`config.mk`:
```
export PLATFORM = sky130hd
export DESIGN_NAME = vic_irq_controller_flat
export DESIGN_NICKNAME = d
export VERILOG_FILES = /design/src/rtl/vic_irq_controller_if.sv /design/src/rtl/vic_irq_controller.sv /design/src/flat_wrapper.sv
export SDC_FILE = /design/constraint.sdc
export NUM_CORES = 1
export LEC_CHECK = 0
export ABC_AREA = 1
export CAP_MARGIN = 20
export CORE_MARGIN = 2
export CORE_UTILIZATION = 49
export DETAILED_ROUTE_END_ITERATION = 6
export PLACE_DENSITY = 0.73
export SLEW_MARGIN = 20
export SYNTH_ARGS = -nofsm -noshare
export SYNTH_HDL_FRONTEND = slang
export SYNTH_SLANG_ARGS = --single-unit
```
`constraint.sdc`:
```
create_clock -name clk -period 2.7 [get_ports clk]
set_clock_uncertainty 0.05 [all_clocks]
set_input_delay 0.54 -clock clk [delete_from_list [all_inputs] [get_ports clk]]
set_output_delay 0.54 -clock clk [all_outputs]
set_load 0.02 [all_outputs]
```
`src/rtl/vic_irq_controller_if.sv`:
```
// CPU-side configuration and interrupt handshake bundle for vic_irq_controller.
// The controller takes the slave modport; the CPU/config agent drives the master side.
interface vic_irq_controller_if;
  logic        cfg_we;
  logic [1:0]  cfg_addr;
  logic [15:0] cfg_wdata;
  logic        cpu_ack;
  logic        cpu_eoi;
  logic        irq_valid;
  logic [3:0]  irq_handler_num;
  logic        irq_is_nv;
  logic [15:0] in_service;
  logic        nv_in_service;

  modport master (
    output cfg_we, cfg_addr, cfg_wdata, cpu_ack, cpu_eoi,
    input  irq_valid, irq_handler_num, irq_is_nv, in_service, nv_in_service
  );

  modport slave (
    input  cfg_we, cfg_addr, cfg_wdata, cpu_ack, cpu_eoi,
    output irq_valid, irq_handler_num, irq_is_nv, in_service, nv_in_service
  );
endinterface

```
`src/rtl/vic_irq_controller.sv`:
```
// Vectored interrupt controller: 16 prioritised vectored sources plus one non-vectored
// source, valid/ack presentation to the CPU and in-service nesting tracked until EOI.
module vic_irq_controller #(
  parameter int unsigned NUM_VIRQ = 16
) (
  input  logic                clk,
  input  logic                rst,
  input  logic [NUM_VIRQ-1:0] vIRQRaw,
  input  logic                nvIRQRaw,
  vic_irq_controller_if.slave bus
);

  typedef enum logic {IDLE, PRESENT} state_t;

  state_t      state_q, state_d;
  logic [15:0] enable_q, edge_q, pend_q, isr_q, prev_q;
  logic [15:0] pend_d, isr_d;
  logic        nv_is_q, nv_is_d;
  logic [3:0]  num_q, num_d;
  logic        nv_q, nv_d;

  logic [15:0] set_mask, clr_mask, rise, lowbit, below_t, elig, ack_vec, eoi_clr;
  logic [3:0]  sel;
  logic        found, nv_elig, cur_elig, ack_take;

  assign set_mask = (bus.cfg_we && bus.cfg_addr == 2'd2) ? bus.cfg_wdata : '0;
  assign clr_mask = (bus.cfg_we && bus.cfg_addr == 2'd3) ? bus.cfg_wdata : '0;
  assign rise     = vIRQRaw & ~prev_q;

  // Threshold mask: every index strictly below the lowest in-service bit.
  assign lowbit   = isr_q & (~isr_q + 16'd1);
  assign below_t  = (isr_q == '0) ? '1 : (lowbit - 16'd1);
  assign elig     = pend_q & enable_q & below_t;
  assign nv_elig  = nvIRQRaw && (isr_q == '0) && !nv_is_q && (elig == '0);
  assign cur_elig = nv_q ? nv_elig : elig[num_q];

  always_comb begin
    sel   = '0;
    found = 1'b0;
    for (int unsigned i = 0; i < 16; i++) begin
      if (elig[i] && !found) begin
        sel   = i[3:0];
        found = 1'b1;
      end
    end
  end

  always_comb begin
    state_d  = state_q;
    num_d    = num_q;
    nv_d     = nv_q;
    ack_take = 1'b0;
    case (state_q)
      IDLE: begin
        if (found) begin
          num_d   = sel;
          nv_d    = 1'b0;
          state_d = PRESENT;
        end else if (nv_elig) begin
          num_d   = '0;
          nv_d    = 1'b1;
          state_d = PRESENT;
        end
      end
      PRESENT: begin
        if (!cur_elig) begin
          state_d = IDLE;
        end else if (bus.cpu_ack) begin
          ack_take = 1'b1;
          state_d  = IDLE;
        end
      end
      default: state_d = IDLE;
    endcase
  end

  assign ack_vec = (ack_take && !nv_q) ? (16'd1 << num_q) : '0;
  assign eoi_clr = bus.cpu_eoi ? lowbit : '0;

  // Edge bits: clear/ack-clear first, then a new edge or set-pending wins.
  // Level bits: follow the raw line, with clear/set applied for this cycle only.
  assign pend_d = (edge_q & ((pend_q & ~clr_mask & ~ack_vec) | rise | set_mask)) |
                  (~edge_q & ((vIRQRaw & ~clr_mask) | set_mask));

  // EOI clear is applied before the ack set so both may land in one cycle.
  assign isr_d   = (isr_q & ~eoi_clr) | ack_vec;
  assign nv_is_d = (nv_is_q && !(bus.cpu_eoi && isr_q == '0)) || (ack_take && nv_q);

  always_ff @(posedge clk) begin
    if (rst) begin
      state_q  <= IDLE;
      enable_q <= '0;
      edge_q   <= '0;
      pend_q   <= '0;
      isr_q    <= '0;
      prev_q   <= '0;
      nv_is_q  <= 1'b0;
      num_q    <= '0;
      nv_q     <= 1'b0;
    end else begin
      state_q <= state_d;
      pend_q  <= pend_d;
      isr_q   <= isr_d;
      prev_q  <= vIRQRaw;
      nv_is_q <= nv_is_d;
      num_q   <= num_d;
      nv_q    <= nv_d;
      if (bus.cfg_we && bus.cfg_addr == 2'd0) enable_q <= bus.cfg_wdata;
      if (bus.cfg_we && bus.cfg_addr == 2'd1) edge_q   <= bus.cfg_wdata;
    end
  end

  assign bus.irq_valid       = (state_q == PRESENT);
  assign bus.irq_handler_num = num_q;
  assign bus.irq_is_nv       = nv_q;
  assign bus.in_service      = isr_q;
  assign bus.nv_in_service   = nv_is_q;

endmodule

```
`src/flat_wrapper.sv`:
```
// flat-port wrapper written by rule: the top's interface ports become plain ports
module vic_irq_controller_flat 
#(
  parameter int unsigned NUM_VIRQ = 16
)
  (clk, rst, vIRQRaw, nvIRQRaw, bus_cfg_we, bus_cfg_addr, bus_cfg_wdata, bus_cpu_ack, bus_cpu_eoi, bus_irq_valid, bus_irq_handler_num, bus_irq_is_nv, bus_in_service, bus_nv_in_service);
  vic_irq_controller_if bus_i ();
  input  logic clk;
  input  logic rst;
  input  logic [NUM_VIRQ-1:0] vIRQRaw;
  input  logic nvIRQRaw;
  input wire logic [$bits(bus_i.cfg_we)-1:0] bus_cfg_we;
  input wire logic [$bits(bus_i.cfg_addr)-1:0] bus_cfg_addr;
  input wire logic [$bits(bus_i.cfg_wdata)-1:0] bus_cfg_wdata;
  input wire logic [$bits(bus_i.cpu_ack)-1:0] bus_cpu_ack;
  input wire logic [$bits(bus_i.cpu_eoi)-1:0] bus_cpu_eoi;
  output wire logic [$bits(bus_i.irq_valid)-1:0] bus_irq_valid;
  output wire logic [$bits(bus_i.irq_handler_num)-1:0] bus_irq_handler_num;
  output wire logic [$bits(bus_i.irq_is_nv)-1:0] bus_irq_is_nv;
  output wire logic [$bits(bus_i.in_service)-1:0] bus_in_service;
  output wire logic [$bits(bus_i.nv_in_service)-1:0] bus_nv_in_service;
  assign bus_i.cfg_we = bus_cfg_we;
  assign bus_i.cfg_addr = bus_cfg_addr;
  assign bus_i.cfg_wdata = bus_cfg_wdata;
  assign bus_i.cpu_ack = bus_cpu_ack;
  assign bus_i.cpu_eoi = bus_cpu_eoi;
  assign bus_irq_valid = bus_i.irq_valid;
  assign bus_irq_handler_num = bus_i.irq_handler_num;
  assign bus_irq_is_nv = bus_i.irq_is_nv;
  assign bus_in_service = bus_i.in_service;
  assign bus_nv_in_service = bus_i.nv_in_service;
  vic_irq_controller #(.NUM_VIRQ(NUM_VIRQ)) u_core (.clk(clk), .rst(rst), .vIRQRaw(vIRQRaw), .nvIRQRaw(nvIRQRaw), .bus(bus_i));
endmodule
```
==> results.json <==
{
  "outcome": "completed",
  "tritoncts_num_sinks": 87,
  "vias": 4532,
  "relative_max_transition_margin": 0.587,
  "rsz_0062_raised_after_global_routing": "no",
  "critical_path.reg2reg.startpoint": "u_core.bus.in_service[0]",
  "fp-row-count": 35,
  "htreeDepth": 3,
  "drt-vias-per-instance": 5.30,
  "layout.filler_cells": 878,
  "layoutNonFillerInstCount": 855,
  "final_hold_viol_count": 0,
  "sequential_cell_area_fraction_in_the_yosys_report": 0.385,
  "critical_path_class": "reg2reg",
  "hold_path_end": "u_core.pend_q[15]",
  "power.clock.fraction": 0.296,
  "detailedRoute.firstPassIterationCount": 5,
  "dieArea_sq_um": 10000,
  "floorplan.initialDensity": 0.497,
  "timing.critical_path.to_type": "flip-flop",
  "globalplace.congestion": 0.969,
  "final_layout_size_suffix_gt1_frac": 0.109,
  "globalRouteOverflowTotal": 0,
  "grt_max_degree": 56,
  "irDropWorstVdd_v": 0.000356,
  "grt_first_pass_wirelength_microns": 21400,
  "grt_antenna_before_repair": 1,
  "whs_path_depth": 2,
  "drc": 0,
  "ys_ff_latch": 87,
  "die_w_microns": 100,
  "critPathTopFamily": "simple AND/OR/NAND/NOR gates",
  "critical_path_launch_point_type": "flip-flop",
  "cts-root-to-sink-buffers": 2,
  "seqPwrFrac": 0.472,
  "postRouteAntennaNets": 0,
  "grtUsageMet3": 0.0390,
  "area.sequential_sq_um": 1740,
  "power.switching_fraction": 0.336,
  "post-cts-setup-buffers": 0,
  "global_route.usage.met2": 0.458,
  "final_max_slew_viol_count": 0,
  "critical_path_required_ns": 2.87,
  "fmax_ghz": 0.399,
  "cap_violations": 0,
  "layout_worst_path_cycle_share": 0.927,
  "fin_tns_setup_ns": 0,
  "die_height_microns": 100,
  "globalRoute.busiestLayer": "met2",
  "worst_path_most_repeated_cell": "sky130_fd_sc_hd__nand2_1",
  "globalRouteTotalUtil": 0.272,
  "post_synth_instance_area_sq_um": 4530,
  "critical_path.n_buffers_inverters": 1,
  "vias_in_the_first_global_route": 4312,
  "io-pin-count": 63,
  "synth.yosys.warnings": 0,
  "wirelength_microns": 13100,
  "comb_power_share": 0.231,
  "path_max_fanout": 32,
  "min_path_type": "reg2reg",
  "synth_cell_types": 32,
  "core_area_sq_um": 9110,
  "dp_worst_setup_slack_ns": 0.234,
  "timing.rr.end": "u_core.pend_q[1]",
  "multi_input_area_sq_um": 2320,
  "final.min_clock_period_ns": 2.50,
  "port_buffers": 62,
  "fin_total_pwr_mw": 2.98,
  "ctsHoldBuffers": 0,
  "internal_power_mw": 1.98,
  "transition_time_at_the_pin_with_the_least_slew_margin_ns": 0.619,
  "global_route.usage.met1": 0.358,
  "reg2regPathDepth": 15,
  "detailedRoute.firstIterationViolations": 183,
  "cellLeakagePower_nw": 2.45,
  "clock_latency_of_the_later_clocked_register_in_the_worst_skew_pair_ns": 0.37,
  "placed_cells": 838,
  "setup_violations_final": 0,
  "wl_per_cell_microns": 15.3,
  "synth_fp_nets": 716,
  "syn2layout_area_growth_pct": 20.6,
  "post_synth_inst_count": 676,
  "min-delay-start": "u_core.edge_q[15]",
  "crit_path_cell_trace": "nor2_4 > nand3b_2 > nor2_1 > nand2_1 > nand2_1 > nand2_1 > a21oi_2 > nand4_1 > nand2_2 > nand4_4 > buf_12 > o21bai_1 > nand2_1 > nand2_1 > a21oi_1",
  "cts_resized": 0,
  "p_per_area_nw_per_um2": 547,
  "netSwitchingPower_mw": 1.00,
  "worst_path_setup_slack_after_routing_ns": 0.197,
  "clockRootBuffer": "sky130_fd_sc_hd__clkbuf_8",
  "timing.reg2reg.setup_slack_ns": 0.20,
  "worst_ep_arrival_time_ns": 2.67,
  "critPathMaxStageDelay_ns": 0.38,
  "post_synth.cell_area_avg_sq_um": 6.69,
  "tritoncts_clock_tree": "yes",
  "hpwl_microns": 9700,
  "tritoncts_buffer_count": 9,
  "path_clk_slew_ns": 0.10,
  "design.final.nets": 778,
  "final_core_utilization": 0.599,
  "critical_path.slowest_cell": "sky130_fd_sc_hd__dfxtp_1"
}
-- power groups by stage --
stage / clock network [mW] / logic (mW) / registers, mW
floorplan: 0 / 0.417 / 1.45
global placement: 0 / 0.671 / 1.43
detailed placement: 0 / 0.683 / 1.44
CTS: 0.899 / 0.685 / 1.41
global route: 0.947 / 0.764 / 1.42
finish: 0.884 / 0.691 / 1.41
-- state kept, by name (all words and copies together) (netlist names) --
register                    flops
u_core.prev_q                  16
u_core.pend_q                  16
u_core.bus.nv_in_service        1
u_core.enable_q                16
u_core.bus.in_service          16
u_core.bus.irq_valid            1
u_core.edge_q                  16
u_core.bus.irq_is_nv            1
u_core.bus.irq_handler_num      4
-- per-layer routing --
layer  routed length (microns)  vias to the layer above
li1                          -                     2291
met1                      6020                     2085
met2                      6100                      133
met3                       673                       23
met4                       297                        0
met5                         0                        -
-- synth_stat cells --
cell | count | area, sq um
sky130_fd_sc_hd__nand4_2 | 1 | 12.5
sky130_fd_sc_hd__nor3_2 | 1 | 10.0
sky130_fd_sc_hd__a31oi_1 | 19 | 119
sky130_fd_sc_hd__or2_2 | 16 | 100
sky130_fd_sc_hd__nand4_4 | 1 | 21.3
sky130_fd_sc_hd__nor2_1 | 107 | 402
sky130_fd_sc_hd__nor2_4 | 4 | 45.0
sky130_fd_sc_hd__nor2_2 | 5 | 31.3
sky130_fd_sc_hd__clkinv_1 | 2 | 7.51
sky130_fd_sc_hd__nand4_1 | 11 | 68.8
sky130_fd_sc_hd__a21oi_2 | 1 | 8.76
sky130_fd_sc_hd__o21a_1 | 3 | 22.5
sky130_fd_sc_hd__nand3b_2 | 2 | 22.5
sky130_fd_sc_hd__buf_1 | 1 | 3.75
sky130_fd_sc_hd__o21bai_2 | 14 | 158
sky130_fd_sc_hd__nand3b_1 | 2 | 15.0
sky130_fd_sc_hd__nand2_4 | 1 | 11.3
sky130_fd_sc_hd__buf_6 | 2 | 22.5
sky130_fd_sc_hd__buf_2 | 1 | 5.00
sky130_fd_sc_hd__nand2_1 | 137 | 514
sky130_fd_sc_hd__o21ai_0 | 40 | 200
sky130_fd_sc_hd__nor3_1 | 6 | 30.0
sky130_fd_sc_hd__buf_8 | 1 | 15.0
sky130_fd_sc_hd__clkbuf_1 | 17 | 63.8
sky130_fd_sc_hd__dfxtp_1 | 87 | 1740
sky130_fd_sc_hd__nand3_1 | 21 | 105
sky130_fd_sc_hd__inv_1 | 95 | 357
sky130_fd_sc_hd__nand3_2 | 2 | 20.0
sky130_fd_sc_hd__o21bai_1 | 2 | 15.0
sky130_fd_sc_hd__nand2_2 | 4 | 25.0
sky130_fd_sc_hd__a211oi_1 | 1 | 7.51
sky130_fd_sc_hd__a21oi_1 | 69 | 345
-- worst register-to-register path, cell delays in order, from the launching register on --
cell,delay [ns]
sky130_fd_sc_hd__dfxtp_1,0.38
sky130_fd_sc_hd__nor2_4,0.28
sky130_fd_sc_hd__nand3b_2,0.18
sky130_fd_sc_hd__nor2_1,0.21
sky130_fd_sc_hd__nand2_1,0.14
sky130_fd_sc_hd__nand2_1,0.09
sky130_fd_sc_hd__nand2_1,0.05
sky130_fd_sc_hd__a21oi_2,0.09
sky130_fd_sc_hd__nand4_1,0.10
sky130_fd_sc_hd__nand2_2,0.12
sky130_fd_sc_hd__nand4_4,0.09
sky130_fd_sc_hd__buf_12,0.19
sky130_fd_sc_hd__o21bai_1,0.17
sky130_fd_sc_hd__nand2_1,0.08
sky130_fd_sc_hd__nand2_1,0.06
sky130_fd_sc_hd__a21oi_1,0.05
-- stage by stage --
stage | hold WS, ns | instance area, sq um
2_1_floorplan | 0.389 | 4530
3_3_place_gp | 0.393 | 5270
3_5_place_dp | 0.402 | 5270
4_1_cts | 0.416 | 5450
5_1_grt | 0.443 | 5450
6_report | 0.411 | 5460
-- cells by family (layout without fill, tap and decap cells) --
logic type | count (synthesis) | after routing | share of synthesized area
other | 0 | 1 | 0
AOI/OAI and AO/OA | 149 | 149 | 0.194
and+or+nand+nor | 321 | 321 | 0.317
buffers and inverters | 119 | 186 | 0.105
DFF | 87 | 87 | 0.385
-- worst max path at each step --
stage                           endpoint                startpoint  slack, ns  cells after the start
6_report                u_core.pend_q[1]  u_core.bus.in_service[0]       0.20                     15
5_1_grt                 u_core.pend_q[1]  u_core.bus.in_service[0]       0.02                     15
4_1_cts                 u_core.pend_q[1]  u_core.bus.in_service[0]       0.19                     15
3_5_place_dp            u_core.pend_q[1]  u_core.bus.in_service[0]       0.23                     15
3_3_place_gp   u_core.bus.in_service[12]  u_core.bus.in_service[0]       0.30                     13
2_1_floorplan           u_core.pend_q[9]  u_core.bus.in_service[0]       0.60                     15
-- final cells by class --
type | count | area share
Clock buffer | 10 | 0.0234
Multi-Input combinational cell | 470 | 0.425
Inverter | 97 | 0.0667
Timing Repair Buffer | 73 | 0.130
Sequential cell | 87 | 0.319
Tap cell | 111 | 0.0255
Clock inverter | 6 | 0.00986
Antenna cell | 1 | 0.000459
-- layout by cell type, fill, tap and decap left out, types with 10 or more instances in the layout --
| cell | instances |
|---|---|
| sky130_fd_sc_hd__nor2_1 | 106 |
| sky130_fd_sc_hd__or2_2 | 16 |
| sky130_fd_sc_hd__a21oi_1 | 69 |
| sky130_fd_sc_hd__inv_1 | 95 |
| sky130_fd_sc_hd__nand4_1 | 11 |
| sky130_fd_sc_hd__o21bai_2 | 14 |
| sky130_fd_sc_hd__dfxtp_1 | 87 |
| sky130_fd_sc_hd__clkdlybuf4s50_1 | 61 |
| sky130_fd_sc_hd__nand3_1 | 21 |
| sky130_fd_sc_hd__o21ai_0 | 40 |
| sky130_fd_sc_hd__a31oi_1 | 19 |
| sky130_fd_sc_hd__buf_4 | 10 |
| sky130_fd_sc_hd__nand2_1 | 137 |
Power figures use the tool's default switching activity.
